[config.mk]
export PLATFORM = sky130hd
export DESIGN_NAME = led_frame_loader_flat
export DESIGN_NICKNAME = d
export VERILOG_FILES = /design/src/rtl/led_pkg.sv /design/src/rtl/led_frame_loader_if.sv /design/src/rtl/sync_edge.sv /design/src/rtl/led_frame_loader.sv /design/src/flat_wrapper.sv
export SDC_FILE = /design/constraint.sdc
export NUM_CORES = 1
export LEC_CHECK = 0
export BUFFER_PORTS_ARGS = -buffer_cell sky130_fd_sc_hd__buf_2
export CELL_PAD_IN_SITES_DETAIL_PLACEMENT = 1
export CELL_PAD_IN_SITES_GLOBAL_PLACEMENT = 2
export CORE_UTILIZATION = 29
export DETAILED_ROUTE_END_ITERATION = 10
export GPL_TIMING_DRIVEN = 0
export PLACE_DENSITY_LB_ADDON = 0.3
export SLEW_MARGIN = 0
export SYNTH_ARGS = -nofsm -noshare
export SYNTH_HDL_FRONTEND = slang
export SYNTH_SLANG_ARGS = --single-unit
export TNS_END_PERCENT = 30
[constraint.sdc]
create_clock -name clk -period 1.9 [get_ports clk]
set_clock_uncertainty 0.15 [all_clocks]
set_input_delay 0.38 -clock clk [delete_from_list [all_inputs] [get_ports clk]]
set_output_delay 0.38 -clock clk [all_outputs]
set_load 0.005 [all_outputs]
[src/rtl/led_pkg.sv]
// Shared constants and types for the LED strip path (loader and shifter).
package led_pkg;

   localparam int unsigned NUM_LEDS     = 6;
   localparam int unsigned BITS_PER_LED = 24;
   localparam int unsigned FRAME_BITS   = NUM_LEDS * BITS_PER_LED;
   localparam int unsigned CNT_W        = 8;

   typedef enum logic [2:0] {
      IDLE,
      RECV,
      OVERFLOW,
      COMMIT,
      ERROR
   } loader_state_t;

endpackage

[src/rtl/led_frame_loader_if.sv]
// SPI pins from the MCU plus the committed frame bus towards led_shifter.
interface led_frame_loader_if;
   import led_pkg::*;

   logic                  sclk;
   logic                  sdi;
   logic                  cs_n;
   logic [FRAME_BITS-1:0] rgb;
   logic                  frame_valid;
   logic                  frame_err;
   logic                  busy;

   modport master (
      output sclk, sdi, cs_n,
      input  rgb, frame_valid, frame_err, busy
   );

   modport slave (
      input  sclk, sdi, cs_n,
      output rgb, frame_valid, frame_err, busy
   );

endinterface

[src/rtl/sync_edge.sv]
// Multi-flop synchroniser for an asynchronous pin, with a rising-edge pulse on the synced level.
module sync_edge #(
   parameter int unsigned STAGES  = 2,
   parameter logic        RST_VAL = 1'b0
) (
   input  logic clk,
   input  logic rst,
   input  logic d,
   output logic q,
   output logic rise_c
);

   logic [STAGES-1:0] chain_q;
   logic              prev_q;

   always_ff @(posedge clk or negedge rst) begin
      if (!rst) begin
         chain_q <= {STAGES{RST_VAL}};
         prev_q  <= RST_VAL;
      end else begin
         chain_q <= {chain_q[STAGES-2:0], d};
         prev_q  <= chain_q[STAGES-1];
      end
   end

   assign q      = chain_q[STAGES-1];
   assign rise_c = q & ~prev_q;

endmodule

[src/rtl/led_frame_loader.sv]
// SPI frame receiver: shifts bits into a shadow register and commits whole frames atomically to rgb.
module led_frame_loader
   import led_pkg::*;
#(
   parameter int unsigned SYNC_STAGES = 2
) (
   input  logic             clk,
   input  logic             rst,
   led_frame_loader_if.slave bus
);

   logic sclk_rise_c;
   logic sclk_s_unused;
   logic cs_n_s;
   logic cs_rise_c;
   logic sdi_s;
   logic sdi_rise_unused;

   sync_edge #(.STAGES(SYNC_STAGES), .RST_VAL(1'b0)) u_sync_sclk (
      .clk(clk), .rst(rst), .d(bus.sclk), .q(sclk_s_unused), .rise_c(sclk_rise_c)
   );

   sync_edge #(.STAGES(SYNC_STAGES), .RST_VAL(1'b1)) u_sync_cs_n (
      .clk(clk), .rst(rst), .d(bus.cs_n), .q(cs_n_s), .rise_c(cs_rise_c)
   );

   sync_edge #(.STAGES(SYNC_STAGES), .RST_VAL(1'b0)) u_sync_sdi (
      .clk(clk), .rst(rst), .d(bus.sdi), .q(sdi_s), .rise_c(sdi_rise_unused)
   );

   loader_state_t         state_q;
   loader_state_t         state_d;
   logic [CNT_W-1:0]      cnt_q;
   logic [FRAME_BITS-1:0] shadow_q;
   logic [FRAME_BITS-1:0] rgb_q;
   logic                  frame_valid_q;
   logic                  frame_err_q;
   logic                  busy_q;

   logic full_c;
   logic clr_c;
   logic shift_c;
   logic commit_c;
   logic err_c;
   logic busy_c;

   assign full_c = (cnt_q == CNT_W'(FRAME_BITS));

   always_ff @(posedge clk or negedge rst) begin
      if (!rst) state_q <= IDLE;
      else      state_q <= state_d;
   end

   // A cs_n rise takes priority over an sclk rise seen in the same cycle.
   always_comb begin
      state_d = state_q;
      case (state_q)
         IDLE:     if (!cs_n_s) state_d = RECV;
         RECV: begin
            if (cs_rise_c)                state_d = full_c ? COMMIT : ERROR;
            else if (sclk_rise_c && full_c) state_d = OVERFLOW;
         end
         OVERFLOW: if (cs_rise_c) state_d = ERROR;
         COMMIT:   state_d = IDLE;
         ERROR:    state_d = IDLE;
         default:  state_d = IDLE;
      endcase
   end

   // busy follows the next state so the registered flag lines up with the state register.
   always_comb begin
      clr_c    = 1'b0;
      shift_c  = 1'b0;
      commit_c = 1'b0;
      err_c    = 1'b0;
      busy_c   = 1'b0;
      clr_c    = (state_q == IDLE) && !cs_n_s;
      shift_c  = (state_q == RECV) && sclk_rise_c && !cs_rise_c && !full_c;
      commit_c = (state_q == COMMIT);
      err_c    = (state_q == ERROR);
      busy_c   = (state_d == RECV) || (state_d == OVERFLOW);
   end

   always_ff @(posedge clk or negedge rst) begin
      if (!rst) begin
         cnt_q         <= '0;
         shadow_q      <= '0;
         rgb_q         <= '0;
         frame_valid_q <= 1'b0;
         frame_err_q   <= 1'b0;
         busy_q        <= 1'b0;
      end else begin
         if (clr_c)        cnt_q <= '0;
         else if (shift_c) cnt_q <= cnt_q + CNT_W'(1);
         if (shift_c)  shadow_q <= {shadow_q[FRAME_BITS-2:0], sdi_s};
         if (commit_c) rgb_q    <= shadow_q;
         frame_valid_q <= commit_c;
         frame_err_q   <= err_c;
         busy_q        <= busy_c;
      end
   end

   assign bus.rgb         = rgb_q;
   assign bus.frame_valid = frame_valid_q;
   assign bus.frame_err   = frame_err_q;
   assign bus.busy        = busy_q;

endmodule

[src/flat_wrapper.sv]
// flat-port wrapper written by rule: the top's interface ports become plain ports
module led_frame_loader_flat import led_pkg::*;
#(
   parameter int unsigned SYNC_STAGES = 2
)
  (clk, rst, bus_sclk, bus_sdi, bus_cs_n, bus_rgb, bus_frame_valid, bus_frame_err, bus_busy);
  led_frame_loader_if bus_i ();
  input  logic clk;
  input  logic rst;
  input wire logic [$bits(bus_i.sclk)-1:0] bus_sclk;
  input wire logic [$bits(bus_i.sdi)-1:0] bus_sdi;
  input wire logic [$bits(bus_i.cs_n)-1:0] bus_cs_n;
  output wire logic [$bits(bus_i.rgb)-1:0] bus_rgb;
  output wire logic [$bits(bus_i.frame_valid)-1:0] bus_frame_valid;
  output wire logic [$bits(bus_i.frame_err)-1:0] bus_frame_err;
  output wire logic [$bits(bus_i.busy)-1:0] bus_busy;
  assign bus_i.sclk = bus_sclk;
  assign bus_i.sdi = bus_sdi;
  assign bus_i.cs_n = bus_cs_n;
  assign bus_rgb = bus_i.rgb;
  assign bus_frame_valid = bus_i.frame_valid;
  assign bus_frame_err = bus_i.frame_err;
  assign bus_busy = bus_i.busy;
  led_frame_loader #(.SYNC_STAGES(SYNC_STAGES)) u_core (.clk(clk), .rst(rst), .bus(bus_i));
endmodule
==> results.md <==
- By startpoint and endpoint, the worst setup path is classified as register to register.
- Input and output buffers added on the ports amount to 151.
- The horizontal die dimension is 209 µm.
- The clock input transition at the sequential cells of the worst setup and hold paths is 0.05 ns.
- In this run, the number of DRC markers left after iteration 0 of detailed routing was 305.
- The mapped netlist covers 0.0124 mm².
- Yosys attributes the largest share of cell area to sky130_fd_sc_hd__dfrtp_1, sky130_fd_sc_hd__mux2_4, sky130_fd_sc_hd__nand2_1, sky130_fd_sc_hd__buf_12, sky130_fd_sc_hd__dfstp_2.
- The global-route total usage across every layer is 13.2%.
- The worst-case headroom to the max-slew limit is 40.8%.
- STA puts the critical path data required time at 2.16 ns.
- The number of antenna violations at the first check in global routing came to 0.
- The static power due to leakage is 8.39 nW.
- The worst-case IR drop observed on VDD is 832 µV.
- The initial cell density of the core is 29.5%.
- The tightest min-delay check is of the register to register type.
- The number of enable-type register cells in the synthesized netlist is 0.
- The filler cells instantiated in the layout total 4591.
- The first detailed-routing pass ran for 4 iterations.
- Setup repair after global routing could not meet its margin everywhere.
- The count of cells in the finished layout, fillers not included, comes to 1775.
- The biggest area contributor in the post-synthesis netlist is sky130_fd_sc_hd__dfrtp_1.
- Power comes to 0.0151 W.
- For this run, the leading register cell type out of synthesis is sky130_fd_sc_hd__dfrtp_1.
- Together, buffers and inverters on the worst path number 3.
- For this run the aggregate overflow at the end of global routing stands at 0.
- The cell row count is 75.
- Timing would allow up to 496 MHz.
- Buffers inserted during clock tree synthesis total 38.
- Max-cap violations in this run came to 0.
- The floorplan step set the die height to 209 µm.
- The floorplan step defined a core boundary enclosing 0.0420 mm².
- The final layout contains 1217 nets.
- The clock latency on the worst-skew pair is 0.55 ns.
- For this design, the slowest cell found on the critical path is sky130_fd_sc_hd__dfrtp_1.
- Counting along the longest clock path gives a buffer depth of 3.
- The netlist uses 41 different library cells.
- Each instance of the synthesized netlist takes up on average 12.4 µm².
- Among the stages of the critical path, the cell type that occurs most often is sky130_fd_sc_hd__buf_12.
- The first-pass GRT wire length is 46100 µm.
- The endpoint type of the worst setup path is a register.
- Summing the sequential cell areas from Yosys gives 62.6% of the chip area.
- The final cycle utilization of the critical path is 106%.
- The post-layout worst setup margin is -0.118 ns.
- The post-route netlist has 34.6% of its cells at a drive strength greater than 1.
- Along the worst path, the maximum fanout reaches 10.
- Relative to the synthesized area, the layout overhead comes to 24.8%.
- The synthesized design devotes to its leading area cell type 62.0% of total area.
- 152 I/O pins were placed.
- The cell count after synthesis came out at 999.
- The critical path data arrival time is 2.28 ns.
- The via-per-instance ratio is 4.34.
- On the worst path, the slowest cell contributes a delay of 0.38 ns.
- The antenna diode count is 0.
- The CTS tree is built.
- After synthesis the netlist holds a flip-flop and latch count of 310.
- The number of global-route vias before repair is 8224.
- The number of max-slew violations in the final report is 0.
- The final hold violation count came to 0.
- The checks that failed: negative setup slack.
- The type of origin of the critical path is a register.
- Entering global routing, the biggest net connects 108 pins.
- The die covers 0.0436 mm².
- After detailed routing, the number of remaining DRC violations is 0.
- The mean routed wirelength per cell is 15.6 µm.
- The number of placed instances, taps included, is 1691.
- The residual antenna-violating net count after detailed routing is 0.
- Grouping stages by cell kind, the critical path spends the most delay in buffers and inverters.
- The post-synth net total is 1006.
- The power density over the cells is 974 mW/mm².
- The clock tree root driver cell is sky130_fd_sc_hd__clkbuf_16.
- The Yosys warning count is 0.
- The post-route minimum period is 2.02 ns.
- The maximum level of the CTS H-tree is 2.
- Detailed routing inserted a total of 7711 vias.
- The flow ran to the end, but the final reports show violations.
- The congestion estimate from routability-driven global placement came to 0.707.
- The wire-length estimate of the detail-placed layout is 17700 µm.
- The critical path goes through buf_6, nor3b_4, nand3_2, nor2_4, buf_12, buf_12, mux2_4.
- After synthesis, the share of flip-flops with an asynchronous set or reset is 100%.
- For this design, the sink count on the clock tree is 310.
- The total setup violations reported at the end of the flow is 135.
- The transition at the pin with the smallest max-transition slack is 0.880 ns.
- The final routed wirelength across all metal layers is 27700 µm.
-- path summary, 6_finish.rpt --
check | slack, ns | startpoint | endpoint | depth (start not counted)
setup / recovery | -0.12 | u_core.state_q[1]$_DFF_PN0_ | u_core.shadow_q[74]$_DFFE_PN0P_ | 7
hold / removal | 0.20 | u_core.u_sync_sdi.chain_q[0]$_DFF_PN0_ | u_core.u_sync_sdi.chain_q[1]$_DFF_PN0_ | 0
setup reg to reg | -0.12 | u_core.state_q[1]$_DFF_PN0_ | u_core.shadow_q[74]$_DFFE_PN0P_ | 7
hold reg to reg | 0.20 | u_core.u_sync_sdi.chain_q[0]$_DFF_PN0_ | u_core.u_sync_sdi.chain_q[1]$_DFF_PN0_ | 0
max in group asynchronous | 0.20 | rst | u_core.shadow_q[27]$_DFFE_PN0P_ | 3
min in group asynchronous | 0.35 | rst | u_core.shadow_q[98]$_DFFE_PN0P_ | 2
-- layout by cell type (no fill, tap or decap), types with 2 or more instances in the layout --
master	count
sky130_fd_sc_hd__clkinv_4	3
sky130_fd_sc_hd__nor2b_1	3
sky130_fd_sc_hd__inv_1	3
sky130_fd_sc_hd__dfrtp_1	307
sky130_fd_sc_hd__clkbuf_2	8
sky130_fd_sc_hd__ha_1	2
sky130_fd_sc_hd__o31ai_1	2
sky130_fd_sc_hd__buf_12	17
sky130_fd_sc_hd__clkinv_2	3
sky130_fd_sc_hd__dlygate4sd3_1	4
sky130_fd_sc_hd__nor4_1	4
sky130_fd_sc_hd__nand4_1	4
sky130_fd_sc_hd__inv_6	2
sky130_fd_sc_hd__o21ai_0	2
sky130_fd_sc_hd__buf_6	9
sky130_fd_sc_hd__dfstp_2	3
sky130_fd_sc_hd__buf_4	17
sky130_fd_sc_hd__nand2_1	437
sky130_fd_sc_hd__clkbuf_8	9
sky130_fd_sc_hd__a21oi_1	4
sky130_fd_sc_hd__clkbuf_1	12
sky130_fd_sc_hd__buf_2	155
sky130_fd_sc_hd__mux2_2	6
sky130_fd_sc_hd__xnor2_1	4
sky130_fd_sc_hd__nand3_1	4
sky130_fd_sc_hd__nor2_1	5
sky130_fd_sc_hd__clkbuf_16	40
sky130_fd_sc_hd__buf_8	2
sky130_fd_sc_hd__mux2_4	138
sky130_fd_sc_hd__buf_16	2
sky130_fd_sc_hd__clkinv_8	2
sky130_fd_sc_hd__a31o_2	2
sky130_fd_sc_hd__bufinv_16	2
-- per-layer routing --
| metal | global-route usage (%) | wire (µm) | vias to the layer above |
|---|---|---|---|
| li1 | - | - | 3649 |
| met1 | 18.4 | 13400 | 3886 |
| met2 | 19.9 | 12400 | 136 |
| met3 | 3.28 | 1370 | 40 |
| met4 | 4.46 | 540 | 0 |
| met5 | 0 | 0 | - |
-- layout make-up --
cell class | instances | area (µm²) | share of cell area, %
Tap cell | 539 | 674 | 4.36
Buffer | 50 | 582 | 3.76
Timing Repair Buffer | 171 | 1000 | 6.47
Clock inverter | 11 | 135 | 0.874
Sequential cell | 310 | 7760 | 50.2
Clock buffer | 55 | 1100 | 7.14
Multi-Input combinational cell | 635 | 4180 | 27.0
Inverter | 4 | 27.5 | 0.178
-- cells in the mapped netlist, types with 2 or more instances --
master                     number
sky130_fd_sc_hd__a21oi_1        4
sky130_fd_sc_hd__a31o_2         2
sky130_fd_sc_hd__buf_12        11
sky130_fd_sc_hd__buf_2         13
sky130_fd_sc_hd__buf_6          3
sky130_fd_sc_hd__buf_8          3
sky130_fd_sc_hd__clkbuf_1      18
sky130_fd_sc_hd__dfrtp_1      307
sky130_fd_sc_hd__dfstp_2        3
sky130_fd_sc_hd__ha_1           2
sky130_fd_sc_hd__inv_1          3
sky130_fd_sc_hd__mux2_2         6
sky130_fd_sc_hd__mux2_4       138
sky130_fd_sc_hd__nand2_1      437
sky130_fd_sc_hd__nand2b_1       2
sky130_fd_sc_hd__nand3_1        4
sky130_fd_sc_hd__nand4_1        4
sky130_fd_sc_hd__nor2_1         5
sky130_fd_sc_hd__nor2b_1        4
sky130_fd_sc_hd__nor4_1         4
sky130_fd_sc_hd__o21ai_0        2
sky130_fd_sc_hd__o31ai_1        2
sky130_fd_sc_hd__xnor2_1        4
-- report_power, final --
| part | switching [W] | internal, W | total [W] |
|---|---|---|---|
| logic | 0.000548 | 0.000538 | 0.00109 |
| clock network | 0.00284 | 0.00432 | 0.00716 |
| registers | 0.0000791 | 0.00673 | 0.00681 |
-- metrics by stage --
step           hold slack (ns)  instance area, µm²  setup WS, ns  setup TNS [ns]  utilization [%]
2_1_floorplan          -0.0656               12400        0.0306               0                -
3_3_place_gp             0.187               13800         -5.86        -1855.35             32.9
3_5_place_dp             0.186               13900        -0.466          -62.36             33.0
4_1_cts                  0.193               15200        -0.162          -17.98             36.2
5_1_grt                  0.193               15500        -0.212          -21.62             36.8
6_report                 0.196               15500        -0.118           -9.74             36.8
-- cells by family (layout without fill, tap and decap cells) --
group | after synthesis | count (layout) | share of synthesized area [%]
AND/OR/NAND/NOR | 472 | 472 | 15.2
AO/OA/AOI/OAI | 13 | 13 | 0.697
adder cells (fa/ha/maj) | 2 | 2 | 0.202
flip-flops | 310 | 310 | 62.6
XOR/XNOR | 4 | 4 | 0.283
multiplexers | 144 | 144 | 17.3
buffers and inverters | 54 | 291 | 3.70
-- flip-flops by register name, indices dropped and copies added, names as in the netlist --
name / cells
u_core.shadow_q: 144
u_core.u_sync_cs_n.chain_q: 2
u_core.bus.frame_valid: 1
u_core.u_sync_cs_n.prev_q: 1
u_core.bus.rgb: 144
u_core.bus.busy: 1
u_core.state_q: 3
u_core.u_sync_sclk.prev_q: 1
u_core.cnt_q: 8
u_core.bus.frame_err: 1
u_core.u_sync_sclk.chain_q: 2
u_core.u_sync_sdi.chain_q: 2
-- repair_timing --
action | in CTS | in global routing
setup endpoints to repair | 291 | 194
hold endpoints to repair | 102 | 0
pin swaps | 1 | 0
cloned | 0 | 2
buffers inserted | 1 | 11
resized for setup | 30 | 37
hold buffers | 4 | 0
Power figures use the tool's default switching activity.
